--- config.mk ---
export PLATFORM = sky130hd
export DESIGN_NAME = mastermind_board
export DESIGN_NICKNAME = d
export VERILOG_FILES = /design/src/rtl/mastermind_board.sv
export SDC_FILE = /design/constraint.sdc
export NUM_CORES = 1
export LEC_CHECK = 0
export BUFFER_PORTS_ARGS = -buffer_cell sky130_fd_sc_hd__buf_4
export CORE_AREA = 3 3 164 166
export CTS_CLUSTER_SIZE = 20
export DETAILED_ROUTE_END_ITERATION = 10
export DIE_AREA = 0 0 167 169
export SYNTH_ARGS = -nofsm -noshare
export SYNTH_HDL_FRONTEND = slang
export SYNTH_SLANG_ARGS = --single-unit
--- constraint.sdc ---
create_clock -name Clk -period 4.9 [get_ports Clk]
set_clock_uncertainty 0.2 [all_clocks]
set_input_delay 0.735 -clock Clk [delete_from_list [all_inputs] [get_ports Clk]]
set_output_delay 0.735 -clock Clk [all_outputs]
set_load 0.02 [all_outputs]
--- src/rtl/mastermind_board.sv ---
// mastermind_board
//   Guess board and scoring engine for Mastermind. Holds every guess row,
//   lets the player edit the active row under a peg cursor, and scores a
//   submitted row against a latched secret in a multi-cycle exact/colour
//   pass. Win and lose are sticky until reset.
//
// Ports
//   Clk, Reset          clock, synchronous active-low reset
//   secret              answer, peg i at [i*COLOR_W +: COLOR_W]
//   color_in, wr_en     write colour at the cursor of the active row
//   cur_left/cur_right  move the cursor with wrap (both together: no move)
//   submit              score the active row (refused if any peg is empty)
//   rd_row              registered read select for the renderer
//   rd_data/rd_black/rd_white  pegs and feedback of rd_row, one cycle later
//   cursor, row         active peg and active row
//   busy                scoring in progress
//   reject              one-cycle pulse on a refused submit
//   score_valid         one-cycle pulse when feedback is written
//   win, lose           game outcome, held until reset
module mastermind_board #(
    parameter  int PEGS      = 4,
    parameter  int COLOR_W   = 3,
    parameter  int MAX_GUESS = 6,
    localparam int RW        = $clog2(MAX_GUESS),
    localparam int PW        = $clog2(PEGS),
    localparam int SW        = $clog2(PEGS + 1)
) (
    input  logic                    Clk,
    input  logic                    Reset,
    input  logic [PEGS*COLOR_W-1:0] secret,
    input  logic [COLOR_W-1:0]      color_in,
    input  logic                    wr_en,
    input  logic                    cur_left,
    input  logic                    cur_right,
    input  logic                    submit,
    input  logic [RW-1:0]           rd_row,
    output logic [PEGS*COLOR_W-1:0] rd_data,
    output logic [SW-1:0]           rd_black,
    output logic [SW-1:0]           rd_white,
    output logic [PW-1:0]           cursor,
    output logic [RW-1:0]           row,
    output logic                    busy,
    output logic                    reject,
    output logic                    score_valid,
    output logic                    win,
    output logic                    lose
);

    localparam int NCOL  = (1 << COLOR_W) - 1;
    localparam int ROW_W = PEGS * COLOR_W;

    typedef enum logic [2:0] {
        S_INPUT, S_SCORE_X, S_SCORE_C, S_WB, S_WIN, S_LOSE
    } state_t;

    function automatic logic [COLOR_W-1:0] peg_at(input logic [ROW_W-1:0] v, input int idx);
        return v[idx*COLOR_W +: COLOR_W];
    endfunction

    function automatic logic row_full(input logic [ROW_W-1:0] v);
        logic full;
        full = 1'b1;
        for (int i = 0; i < PEGS; i++)
            if (v[i*COLOR_W +: COLOR_W] == '0) full = 1'b0;
        return full;
    endfunction

    function automatic logic [SW-1:0] count_color(input logic [ROW_W-1:0] v,
                                                  input logic [COLOR_W-1:0] c);
        logic [SW-1:0] n;
        n = '0;
        for (int i = 0; i < PEGS; i++)
            if (v[i*COLOR_W +: COLOR_W] == c) n = n + SW'(1);
        return n;
    endfunction

    function automatic logic [SW-1:0] min_sw(input logic [SW-1:0] a, input logic [SW-1:0] b);
        return (a < b) ? a : b;
    endfunction

    state_t                         state_q, state_d;
    logic [MAX_GUESS-1:0][ROW_W-1:0] board_q, board_d;
    logic [MAX_GUESS-1:0][SW-1:0]    fb_black_q, fb_black_d;
    logic [MAX_GUESS-1:0][SW-1:0]    fb_white_q, fb_white_d;
    logic [ROW_W-1:0]               guess_q, guess_d;
    logic [ROW_W-1:0]               secret_q, secret_d;
    logic [SW-1:0]                  black_q, black_d;
    logic [SW-1:0]                  total_q, total_d;
    logic [PW-1:0]                  k_q, k_d;
    logic [COLOR_W-1:0]             c_q, c_d;
    logic [PW-1:0]                  cursor_q, cursor_d;
    logic [RW-1:0]                  row_q, row_d;
    logic                           busy_q, busy_d;
    logic                           reject_q, reject_d;
    logic                           score_valid_q, score_valid_d;
    logic                           win_q, win_d;
    logic                           lose_q, lose_d;
    logic [ROW_W-1:0]               rd_data_q, rd_data_d;
    logic [SW-1:0]                  rd_black_q, rd_black_d;
    logic [SW-1:0]                  rd_white_q, rd_white_d;

    always_comb begin
        state_d       = state_q;
        board_d       = board_q;
        fb_black_d    = fb_black_q;
        fb_white_d    = fb_white_q;
        guess_d       = guess_q;
        secret_d      = secret_q;
        black_d       = black_q;
        total_d       = total_q;
        k_d           = k_q;
        c_d           = c_q;
        cursor_d      = cursor_q;
        row_d         = row_q;
        reject_d      = 1'b0;
        score_valid_d = 1'b0;
        win_d         = win_q;
        lose_d        = lose_q;

        case (state_q)
            S_INPUT: begin
                // A submit takes priority: any coincident edit is dropped so
                // the scored row is exactly what the player saw.
                if (submit) begin
                    if (!row_full(board_q[row_q])) begin
                        reject_d = 1'b1;
                    end else begin
                        guess_d  = board_q[row_q];
                        secret_d = secret;
                        black_d  = '0;
                        total_d  = '0;
                        k_d      = '0;
                        state_d  = S_SCORE_X;
                    end
                end else begin
                    if (wr_en)
                        board_d[row_q][int'(cursor_q)*COLOR_W +: COLOR_W] = color_in;
                    if (cur_right && !cur_left)
                        cursor_d = (cursor_q == PW'(PEGS - 1)) ? '0 : cursor_q + PW'(1);
                    else if (cur_left && !cur_right)
                        cursor_d = (cursor_q == '0) ? PW'(PEGS - 1) : cursor_q - PW'(1);
                end
            end
            S_SCORE_X: begin
                if (peg_at(guess_q, int'(k_q)) == peg_at(secret_q, int'(k_q)))
                    black_d = black_q + SW'(1);
                if (k_q == PW'(PEGS - 1)) begin
                    c_d     = COLOR_W'(1);
                    state_d = S_SCORE_C;
                end else begin
                    k_d = k_q + PW'(1);
                end
            end
            S_SCORE_C: begin
                // Sum of per-colour minima counts every colour match,
                // exact ones included; white falls out as total - black.
                total_d = total_q + min_sw(count_color(guess_q, c_q), count_color(secret_q, c_q));
                if (c_q == COLOR_W'(NCOL))
                    state_d = S_WB;
                else
                    c_d = c_q + COLOR_W'(1);
            end
            S_WB: begin
                fb_black_d[row_q] = black_q;
                fb_white_d[row_q] = total_q - black_q;
                score_valid_d     = 1'b1;
                if (black_q == SW'(PEGS)) begin
                    win_d   = 1'b1;
                    state_d = S_WIN;
                end else if (row_q == RW'(MAX_GUESS - 1)) begin
                    lose_d  = 1'b1;
                    state_d = S_LOSE;
                end else begin
                    row_d    = row_q + RW'(1);
                    cursor_d = '0;
                    state_d  = S_INPUT;
                end
            end
            default: ;  // WIN / LOSE hold until reset
        endcase

        busy_d = (state_d == S_SCORE_X) || (state_d == S_SCORE_C) || (state_d == S_WB);

        rd_data_d  = '0;
        rd_black_d = '0;
        rd_white_d = '0;
        if (int'(rd_row) < MAX_GUESS) begin
            rd_data_d  = board_q[rd_row];
            rd_black_d = fb_black_q[rd_row];
            rd_white_d = fb_white_q[rd_row];
        end
    end

    always_ff @(posedge Clk) begin
        if (!Reset) begin
            state_q       <= S_INPUT;
            board_q       <= '0;
            fb_black_q    <= '0;
            fb_white_q    <= '0;
            black_q       <= '0;
            total_q       <= '0;
            k_q           <= '0;
            c_q           <= '0;
            cursor_q      <= '0;
            row_q         <= '0;
            busy_q        <= 1'b0;
            reject_q      <= 1'b0;
            score_valid_q <= 1'b0;
            win_q         <= 1'b0;
            lose_q        <= 1'b0;
            rd_data_q     <= '0;
            rd_black_q    <= '0;
            rd_white_q    <= '0;
        end else begin
            state_q       <= state_d;
            board_q       <= board_d;
            fb_black_q    <= fb_black_d;
            fb_white_q    <= fb_white_d;
            black_q       <= black_d;
            total_q       <= total_d;
            k_q           <= k_d;
            c_q           <= c_d;
            cursor_q      <= cursor_d;
            row_q         <= row_d;
            busy_q        <= busy_d;
            reject_q      <= reject_d;
            score_valid_q <= score_valid_d;
            win_q         <= win_d;
            lose_q        <= lose_d;
            rd_data_q     <= rd_data_d;
            rd_black_q    <= rd_black_d;
            rd_white_q    <= rd_white_d;
        end
    end

    // Latched operands are pure data and are always loaded before use.
    always_ff @(posedge Clk) begin
        guess_q  <= guess_d;
        secret_q <= secret_d;
    end

    assign rd_data     = rd_data_q;
    assign rd_black    = rd_black_q;
    assign rd_white    = rd_white_q;
    assign cursor      = cursor_q;
    assign row         = row_q;
    assign busy        = busy_q;
    assign reject      = reject_q;
    assign score_valid = score_valid_q;
    assign win         = win_q;
    assign lose        = lose_q;

endmodule
After elaboration in Yosys (flattened, before gate mapping) --
Index checks and enable logic that the tools add are counted.
Operators by class: $lt $le $gt $ge 5, reduce and logical (&&, ||, !) cells 29, muxes and demuxes 67, bitwise gates (word level) 3, shifts and indexed selects 4, add/subtract/negate cells 15, eq/ne operators 30, multipliers 2
Operators by type and width (number):
- $mux 3 | 29
- $bmux 12 s3 | 2
- $bwmux 72 | 1
- $bwmux 18 | 2
- $demux 12 s3 | 1
- $mux 12 | 3
- $neg 4->33 | 1
- $shift 3x33->12 const A | 1
- $shiftx 3x33->12 | 1
- $shiftx 12x32->3 | 1
- $add 3x1->3 const B | 9
- $eq 3x3->1 | 9
- $reduce_and 3->1 | 7
- $mux 2 | 10
- $bmux 3 s3 | 2
- $pmux 3 s2 | 3
- $ne 2x2->1 const B | 8
- $logic_not 3->1 | 5
- $eq 3x2->1 const B | 4
- $pmux 3 s4 | 1
- $shiftx 12x5->3 | 1
- $mux 1 | 10
- $demux 3 s3 | 1
- $eq 3x3->1 const B | 3
- other kinds (23) | 40
Word-level totals: word-level logic and storage cells 190, output and inout port bits 28, register bits after elaboration 174, bits of input ports 24

Logic depth before layout (Yosys ltp) --
Gate-level depths: netlist of the first run.
word-level depth 16, mapped depth 21, gate-level depth less buffers 20

Worst setup path after synthesis of the first run --
OpenSTA, ideal clock, no wires.
kind reg-to-reg, start point register c_q[2], end point register total_q[2], path buffers 1, required time 4614 ps, cell stages (with the launch flop) 19, setup slack 1159 ps, period minus slack after synthesis 3741 ps, setup time 86 ps, arrival time 3455 ps, cells stage by stage dfxtp_1 -> buf_2 -> xnor2_1 -> and3_1 -> ha_1 -> xor2_1 -> ha_1 -> nand4_1 -> o31ai_1 -> ha_1 -> nor2_1 -> o211ai_1 -> o31a_1 -> o311ai_0 -> fa_1 -> xnor2_1 -> nor2_1 -> xnor2_1 -> a211oi_1
Between the ends: longest elaborated chain between the ends 16, elaborated cells on any way between the ends 34, classes of those cells add/sub: 7; order compare: 1; eq/ne: 8; mux: 18
RTL lines:
- start: declaration | RTL line 90 | logic [COLOR_W-1:0] c_q, c_d;
- start signal: assignment | RTL line 203 | c_q <= '0;
- start signal: assignment | RTL line 222 | c_q <= c_d;
- $eq 3x3->1 | RTL line 73 | if (v[i*COLOR_W +: COLOR_W] == c) n = n + SW'(1);
- $mux 1 | RTL line 73
- $mux 3 | RTL line 120 | case (state_q)
- $add 3x1->3 | RTL line 73
- $mux 3 | RTL line 73
- $mux 3 | RTL line 120
- $add 3x1->3 | RTL line 73
- $mux 3 | RTL line 73
- $mux 3 | RTL line 120
- $add 3x1->3 | RTL line 73
- $mux 3 | RTL line 73
- $mux 3 | RTL line 120
- $lt 3x3->1 | RTL line 78 | return (a < b) ? a : b;
- $mux 3 (*) | RTL line 78
- $add 3x3->3 (*) | RTL line 157 | total_d = total_q + min_sw(count_color(guess_q, c_q), count_color(secret_q, c_q));
- $pmux 3 s2 (*) | RTL line 120
- end signal: assignment | RTL line 220 | total_q <= total_d;
- end: declaration | RTL line 88 | logic [SW-1:0] total_q, total_d;
Mark *: on every way between the ends. The rest lies on a longest branch, timed or not. The select of a mux whose other input is x is not followed. A chain may end at the register's enable or synchronous reset.

Worst setup path after layout of the first run --
Ends and elaborated chain as after synthesis.

==> results of run 1 <==
## routing by layer
metal | vias to the layer above | wire (µm) | global-route usage (%) | share of wire [%]
met5 | - | 0 | 0 | 0
li1 | 3422 | - | - | -
met1 | 3425 | 10500 | 21.9 | 47
met2 | 174 | 10500 | 26.0 | 47
met3 | 26 | 1220 | 3.25 | 5.4
met4 | 0 | 294 | 4.34 | 1.3
## worst register-to-register path, cell delays in order, from the launching register on
cell	delay, ns
sky130_fd_sc_hd__dfxtp_1	0.63
sky130_fd_sc_hd__xnor2_1	0.13
sky130_fd_sc_hd__and3_1	0.23
sky130_fd_sc_hd__ha_1	0.33
sky130_fd_sc_hd__xor2_1	0.23
sky130_fd_sc_hd__ha_1	0.27
sky130_fd_sc_hd__mux2i_1	0.26
sky130_fd_sc_hd__ha_1	0.26
sky130_fd_sc_hd__nor2_1	0.08
sky130_fd_sc_hd__o211ai_1	0.16
sky130_fd_sc_hd__o31a_1	0.15
sky130_fd_sc_hd__o311ai_0	0.18
sky130_fd_sc_hd__fa_1	0.45
sky130_fd_sc_hd__xnor2_1	0.17
sky130_fd_sc_hd__nor2_1	0.07
sky130_fd_sc_hd__xnor2_1	0.12
sky130_fd_sc_hd__a211oi_1	0.19
## cell type report
class,count,area [µm²],area share (%)
inverter,27,104,1.04
sequential,174,3720,37.1
multi-input combinational,705,4730,47.2
timing repair buffer,62,465,4.64
clock buffer,22,475,4.74
clock inverter,8,108,1.07
tap,335,419,4.18
## layout by cell type (no fill, tap or decap), types with 7 or more instances in the layout
cell type / instances
sky130_fd_sc_hd__nor3b_1: 7
sky130_fd_sc_hd__nor2_1: 123
sky130_fd_sc_hd__clkbuf_16: 18
sky130_fd_sc_hd__inv_1: 24
sky130_fd_sc_hd__o22ai_1: 10
sky130_fd_sc_hd__nand3_1: 69
sky130_fd_sc_hd__a21oi_1: 90
sky130_fd_sc_hd__edfxtp_1: 24
sky130_fd_sc_hd__o21ai_0: 9
sky130_fd_sc_hd__nor3_1: 7
sky130_fd_sc_hd__ha_1: 26
sky130_fd_sc_hd__xnor2_1: 37
sky130_fd_sc_hd__a211oi_1: 14
sky130_fd_sc_hd__and3_1: 7
sky130_fd_sc_hd__dfxtp_1: 149
sky130_fd_sc_hd__nand2_1: 100
sky130_fd_sc_hd__mux2i_1: 84
sky130_fd_sc_hd__mux4_2: 19
sky130_fd_sc_hd__and2_1: 17
sky130_fd_sc_hd__buf_4: 62
sky130_fd_sc_hd__xor2_1: 13
## cells by family after synthesis
kind of cell / Yosys count
compound gates: 159
buf+inv: 97
simple gates: 361
mux: 107
xor+xnor: 50
fa+ha+maj: 28
flops: 174
## report_power, final
| group | switching [µW] | internal, µW | leakage, µW |
|---|---|---|---|
| logic | 89.5 | 43.3 | 0.00186 |
| registers | 4.58 | 1450 | 0.00140 |
| clock network | 574 | 793 | 0.000282 |
| total | 668 | 2280 | 0.00354 |
## final timing paths
check,from,endpoint,slack (ns),cells after the start
worst max-delay path,c_q[2],total_q[2],0.73,16
worst min-delay path,board_q[54],board_q[54],0.27,2
worst max register to register,c_q[2],total_q[2],0.73,16
worst min register to register,board_q[54],board_q[54],0.27,2
## flip-flops by register name, summed over array words and instances (netlist names), 3 cells and up
register and cells:
black_q 3, row 3, fb_white_q 18, board_q 72, c_q 3, rd_white 3
guess_q 12, secret_q 12, state_q 3, total_q 3, rd_data 12, rd_black 3
fb_black_q 18
## per-stage QoR
step	total power [µW]	util, %	setup WS, ns	instances
after global placement	1620	36.7	0.863	1303
after CTS	2980	38.9	0.696	1333
after floorplan	1570	-	1.16	976
after global routing	3050	38.9	0.435	1333
after detailed placement	1620	36.7	0.731	1303
final	2950	38.9	0.727	1333
==> out/qor.log, run 1 <==
[timing] Worst Hold Slack 0.269 ns
[synth] count of flip-flops with a built-in enable after synthesis 24
[timing] Setup TNS 0 ns
[die] core area 0.0258 mm²
[timing] Relative slew margins 32.9%
[synth] post-synth top area share 33.8%
[clocking] CTS sink cnt 174
[synth] Post-Synth XOR/XNOR Area 4.93%
[place] RePlAce Congestion 0.831
[setup_path] Max FO, Critical Path 10
[synth] most frequently used cell type in the post-synthesis netlist sky130_fd_sc_hd__dfxtp_1
[run] Max Cap Viol 0
[die] Die Footprint 0.0282 mm²
[timing] Final Hold Vio Count 0
[global_routing] via count of the first global-routing pass 6836
[clocking] number of hold-repair buffers added at the cts stage 0
[setup_path] CP Launch Type flop
[routing] total detailed-routing wirelength 22600 µm
[die] total I/O pin count 52
[finish] fill cell count 2582
[synth] most frequent cells after synthesis 150 x sky130_fd_sc_hd__dfxtp_1, 124 x sky130_fd_sc_hd__nor2_1, 100 x sky130_fd_sc_hd__nand2_1
[global_routing] wire length of the first global-routing pass 36500 µm
[routing] vias 7047
[setup_path] Critical Setup Path Class reg2reg
[timing] unrepaired setup endpoints after global routing no
[synth] complex-gate fraction of the synthesized area 10.7%
[die] number of core rows 59
[power_and_ir_drop] total leakage power 0.00354 µW
[synth] share of synthesized area spent on multiplexers 14.8%
[routing] first-pass iteration count of the detailed router 5
[place] placed standard-cell area 0.00944 mm²
[synth] sequential-to-total area share from yosys stat 41.9%
[synth] leading post-synthesis cells by cell area sky130_fd_sc_hd__dfxtp_1 34%, sky130_fd_sc_hd__mux2i_1 9.5%, sky130_fd_sc_hd__edfxtp_1 8.1%
[clocking] cts repair resizes 0
[synth] Cell variety after synth 60
[clocking] total CTS buffers 17
[synth] average footprint of a synthesized cell 9.10 µm²
[global_routing] total routing resource utilization after global routing 16.0%
[finish] post-route design area 0.0100 mm²
[synth] share of flip-flops with an asynchronous set or reset 0%
[setup_path] cell family contributing the most delay on the critical path adder cells
[power_and_ir_drop] power density normalized to cell area 294 mW/mm²
[setup_path] Slowest-stage cell, CP sky130_fd_sc_hd__dfxtp_1
[synth] cell area after synthesis 0.00888 mm²
[routing] DR iter-0 viols 502
[routing] drt via density 5.29
[finish] n_diodes 0
[clocking] cell chosen for the clock root sky130_fd_sc_hd__clkbuf_16
[place] Post-DP HPWL 15500 µm
[routing] count of nets left with antenna violations after detail routing 0
[clocking] clock transition time at the flip-flop clock pins of the worst setup and hold paths 0.07 ns
[synth] total number of yosys warnings 0
[synth] number of cells produced by synthesis 976
[setup_path] required time of the critical path 5.05 ns
[setup_path] endpoint kind of the worst setup timing path flop
[clocking] clock tree from TritonCTS built
[synth] synthesis-stage register bit count 174
[setup_path] stage delay of the slowest cell on the critical path 0.63 ns
[clocking] number of setup buffers added after CTS 0
[power_and_ir_drop] Worst IR Drop VDD 0.000222 V
[finish] fraction of layout instances using a drive strength above 1 12.7%
[synth] flip-flop cell with the highest count after synthesis sky130_fd_sc_hd__dfxtp_1
[die] Die Width 167 µm
[die] initial core utilization 34.5%
[synth] Mapped Nets 1028
[routing] average detailed-routed wire length per instance 16.9 µm
[setup_path] worst-path cell chain xnor2_1 -> and3_1 -> ha_1 -> xor2_1 -> ha_1 -> mux2i_1 -> ha_1 -> nor2_1 -> o211ai_1 -> o31a_1 -> o311ai_0 -> fa_1 -> xnor2_1 -> nor2_1 -> xnor2_1 -> a211oi_1
[clocking] insertion delay to the later sink of the worst-skew pair 0.44 ns
[finish] area growth from synthesis to layout 12.9%
[timing] Pins Over Slew Limit 0
[routing] post-detailed-route DRC marker count 0
[worst_hold_path] class of the worst hold path reg2reg
[global_routing] initial antenna violation count 0
[timing] period utilization 85.2%
[synth] adder and majority cell fraction of the synthesized area 4.11%
[global_routing] overflow left after global routing 0
[setup_path] number of buffer and inverter stages on the critical path 0
[clocking] worst-case clock buffer depth 2
[global_routing] pin count of the biggest net entering global routing 86
[finish] Post-layout nets 1039
[setup_path] CP arrival 4.32 ns
[status] run status completed
[clocking] H-tree levels 4
[timing] Final min period 4.17 ns
[synth] cell type with the highest aggregate area in the netlist sky130_fd_sc_hd__dfxtp_1
[die] vertical extent of the die 169 µm
[timing] final number of setup-violating endpoints 0
[timing] pin slew with the least headroom to its limit 1.01 ns
[synth] dominant combinational cell family by area after synthesis simple AND/OR/NAND/NOR gates
[timing] maximum frequency from static timing analysis 240 MHz
[place] count of input and output buffers 51
[synth] post-synthesis simple-gate area fraction 18.8%
(Power assumes the default switching activity.)
==> run 2, diff against run 1 <==
--- a/config.mk
+++ b/config.mk
@@ -5,7 +5,7 @@
 export SDC_FILE = /design/constraint.sdc
 export NUM_CORES = 1
 export LEC_CHECK = 0
-export BUFFER_PORTS_ARGS = -buffer_cell sky130_fd_sc_hd__buf_4
+export BUFFER_PORTS_ARGS = -buffer_cell sky130_fd_sc_hd__buf_2
 export CORE_AREA = 3 3 164 166
 export CTS_CLUSTER_SIZE = 20
 export DETAILED_ROUTE_END_ITERATION = 10
==> out/qor.log, run 2 (synthesis gave the netlist of run 1 again) <==
[status] run status completed
[routing] first-pass iteration count of the detailed router 5 [unchanged]
[timing] maximum frequency from static timing analysis 239 MHz [-0.27%]
[setup_path] cell family contributing the most delay on the critical path adder cells
[clocking] number of hold-repair buffers added at the cts stage 0 [unchanged]
[finish] n_diodes 0 [unchanged]
[routing] met2 wire length 10800 µm [+2.1%]
[clocking] H-tree levels 4 [unchanged]
[setup_path] Critical Setup Path Class reg2reg
[routing] wire length on met1 10600 µm [+1.2%]
[clocking] clock transition time at the flip-flop clock pins of the worst setup and hold paths 0.06 ns [about the same]
[place] count of input and output buffers 51 [unchanged]
[setup_path] required time of the critical path 5.04 ns [about the same]
[timing] Final Hold Vio Count 0 [unchanged]
[setup_path] CP arrival 4.33 ns [about the same]
[setup_path] most prevalent standard cell on the critical path sky130_fd_sc_hd__xnor2_1
[setup_path] worst-path cell chain xnor2_1 -> and3_1 -> ha_1 -> xor2_1 -> ha_1 -> nand2_1 -> xnor2_1 -> ha_1 -> o211ai_1 -> o31a_1 -> o311ai_0 -> fa_1 -> xnor2_1 -> nor2_1 -> xnor2_1 -> a211oi_1
[worst_hold_path] class of the worst hold path reg2reg
[finish] most common cell after layout, fill and taps aside sky130_fd_sc_hd__dfxtp_1
[clocking] insertion delay to the later sink of the worst-skew pair 0.43 ns [about the same]
[clocking] CTS sink cnt 174 [unchanged]
[timing] Pins Over Slew Limit 0 [unchanged]
[setup_path] Slowest-stage cell, CP sky130_fd_sc_hd__dfxtp_1
[routing] average detailed-routed wire length per instance 17.0 µm [+0.77%]
[setup_path] Max FO, Critical Path 10 [unchanged]
[timing] final number of setup-violating endpoints 0 [unchanged]
[die] Die Width 167 µm [unchanged]
[routing] highest signal layer in the routed design met4
[power_and_ir_drop] total leakage power 0.00354 µW [-0.20%]
[setup_path] stage delay of the slowest cell on the critical path 0.65 ns [+0.02 ns]
[timing] Relative slew margins 30.5% [-2.3 points]
[die] number of core rows 59 [unchanged]
[routing] count of nets left with antenna violations after detail routing 0 [unchanged]
[timing] Setup TNS 0 ns [unchanged]
[finish] post-route insts no fill 1335 [+0.15%]
[global_routing] initial antenna violation count 0 [unchanged]
[routing] DR iter-0 viols 376 [-25%]
[power_and_ir_drop] power density normalized to cell area 298 mW/mm² [+1.2%]
[timing] period utilization 85.4% [+0.23 points]
[finish] registers with the highest flip-flop counts board_q: 72 flops, fb_black_q: 18 flops, fb_white_q: 18 flops
[finish] register with the most flip-flops board_q
[finish] fraction of layout instances using a drive strength above 1 12.9% [+0.17 points]
[die] initial core utilization 34.5% [unchanged]
[clocking] total CTS buffers 17 [unchanged]
[clocking] number of setup buffers added after CTS 0 [unchanged]
[place] Post-DP HPWL 15400 µm [-0.17%]
[clocking] clock tree from TritonCTS built
[run] Max Cap Viol 0 [unchanged]
[place] cell total after placement 1305 [+0.15%]
[die] core area 0.0258 mm² [unchanged]
[routing] drt via density 5.23 [-1.1%]
[place] RePlAce Congestion 0.828 [-0.34%]
[global_routing] overflow left after global routing 0 [unchanged]
[routing] WL met3 1060 µm [-14%]
[power_and_ir_drop] Overall Power 2950 µW [about the same]
[clocking] cts repair resizes 0 [unchanged]
[clocking] worst-case clock buffer depth 2 [unchanged]
[finish] area growth from synthesis to layout 11.7%
[global_routing] via count of the first global-routing pass 6883 [+0.69%]
[global_routing] total routing resource utilization after global routing 16.3% [+0.24 points]
[global_routing] pin count of the biggest net entering global routing 53 [-38%]
[timing] pin slew with the least headroom to its limit 1.04 ns [+0.0352 ns]
[finish] max FFs per register 72 [unchanged]
[power_and_ir_drop] Worst IR Drop VDD 0.000274 V [+23%]
[routing] post-detailed-route DRC marker count 0 [unchanged]
[finish] most frequent cells in the layout 149 x sky130_fd_sc_hd__dfxtp_1, 123 x sky130_fd_sc_hd__nor2_1, 100 x sky130_fd_sc_hd__nand2_1
[timing] Worst Hold Slack 0.262 ns [-0.00751 ns]
[die] vertical extent of the die 169 µm [unchanged]
[die] Die Footprint 0.0282 mm² [unchanged]
[routing] vias 6978 [-0.98%]
[setup_path] number of buffer and inverter stages on the critical path 0 [unchanged]
[setup_path] endpoint kind of the worst setup timing path flop
[clocking] cell chosen for the clock root sky130_fd_sc_hd__clkbuf_16
[timing] unrepaired setup endpoints after global routing no
[finish] Post-layout nets 1041 [+0.19%]
[routing] total detailed-routing wirelength 22800 µm [+0.92%]
[die] total I/O pin count 52 [unchanged]
[global_routing] wire length of the first global-routing pass 37000 µm [+1.4%]
[setup_path] CP Launch Type flop
[timing] Final min period 4.18 ns [+0.0113 ns]
## run 2: changes by cell type in the layout (fill, tap and decap cells not counted), sizes merged
| cell | delta |
|---|---|
| inv | +1 |
| clkinv | -1 |
| buf | +2 |
## run 2: routing by layer
metal  global-route usage (%)  up-vias
li1                         -     3422
met4                     4.63        0
met3                     3.41       26
met2                     26.5      162
met5                        0        -
met1                     22.0     3368
## run 2: stage by stage
stage | cell area [µm²] | util [%] | setup WS (ns)
floorplan | 8880 | - | 1.16
global placement | 9330 | 36.2 | 0.854
detailed placement | 9330 | 36.2 | 0.702
CTS | 9910 | 38.5 | 0.665
global route | 9910 | 38.5 | 0.329
finish | 9910 | 38.5 | 0.716
## run 2: path summary, 6_finish.rpt
kind | startpoint | endpoint | slack [ns] | cells after the start
max | c_q[2] | total_q[2] | 0.72 | 16
max reg2reg | c_q[2] | total_q[2] | 0.72 | 16
min | lose | lose | 0.26 | 1
min reg2reg | lose | lose | 0.26 | 1
## run 2: final cells by class
class,count,area (µm²)
Multi-Input combinational cell,705,4730
Fill cell,2564,15800
Clock inverter,8,108
Tap cell,335,419
Sequential cell,174,3720
Timing Repair Buffer,64,353
Inverter,27,104
Clock buffer,22,475
## run 2: where the power goes
group | switching (µW) | total (µW) | leakage (µW) | internal [µW]
registers | 4.47 | 1450 | 0.00140 | 1450
clock network | 577 | 1370 | 0.000282 | 794
logic | 91.5 | 130 | 0.00185 | 38.1
total | 673 | 2950 | 0.00354 | 2280
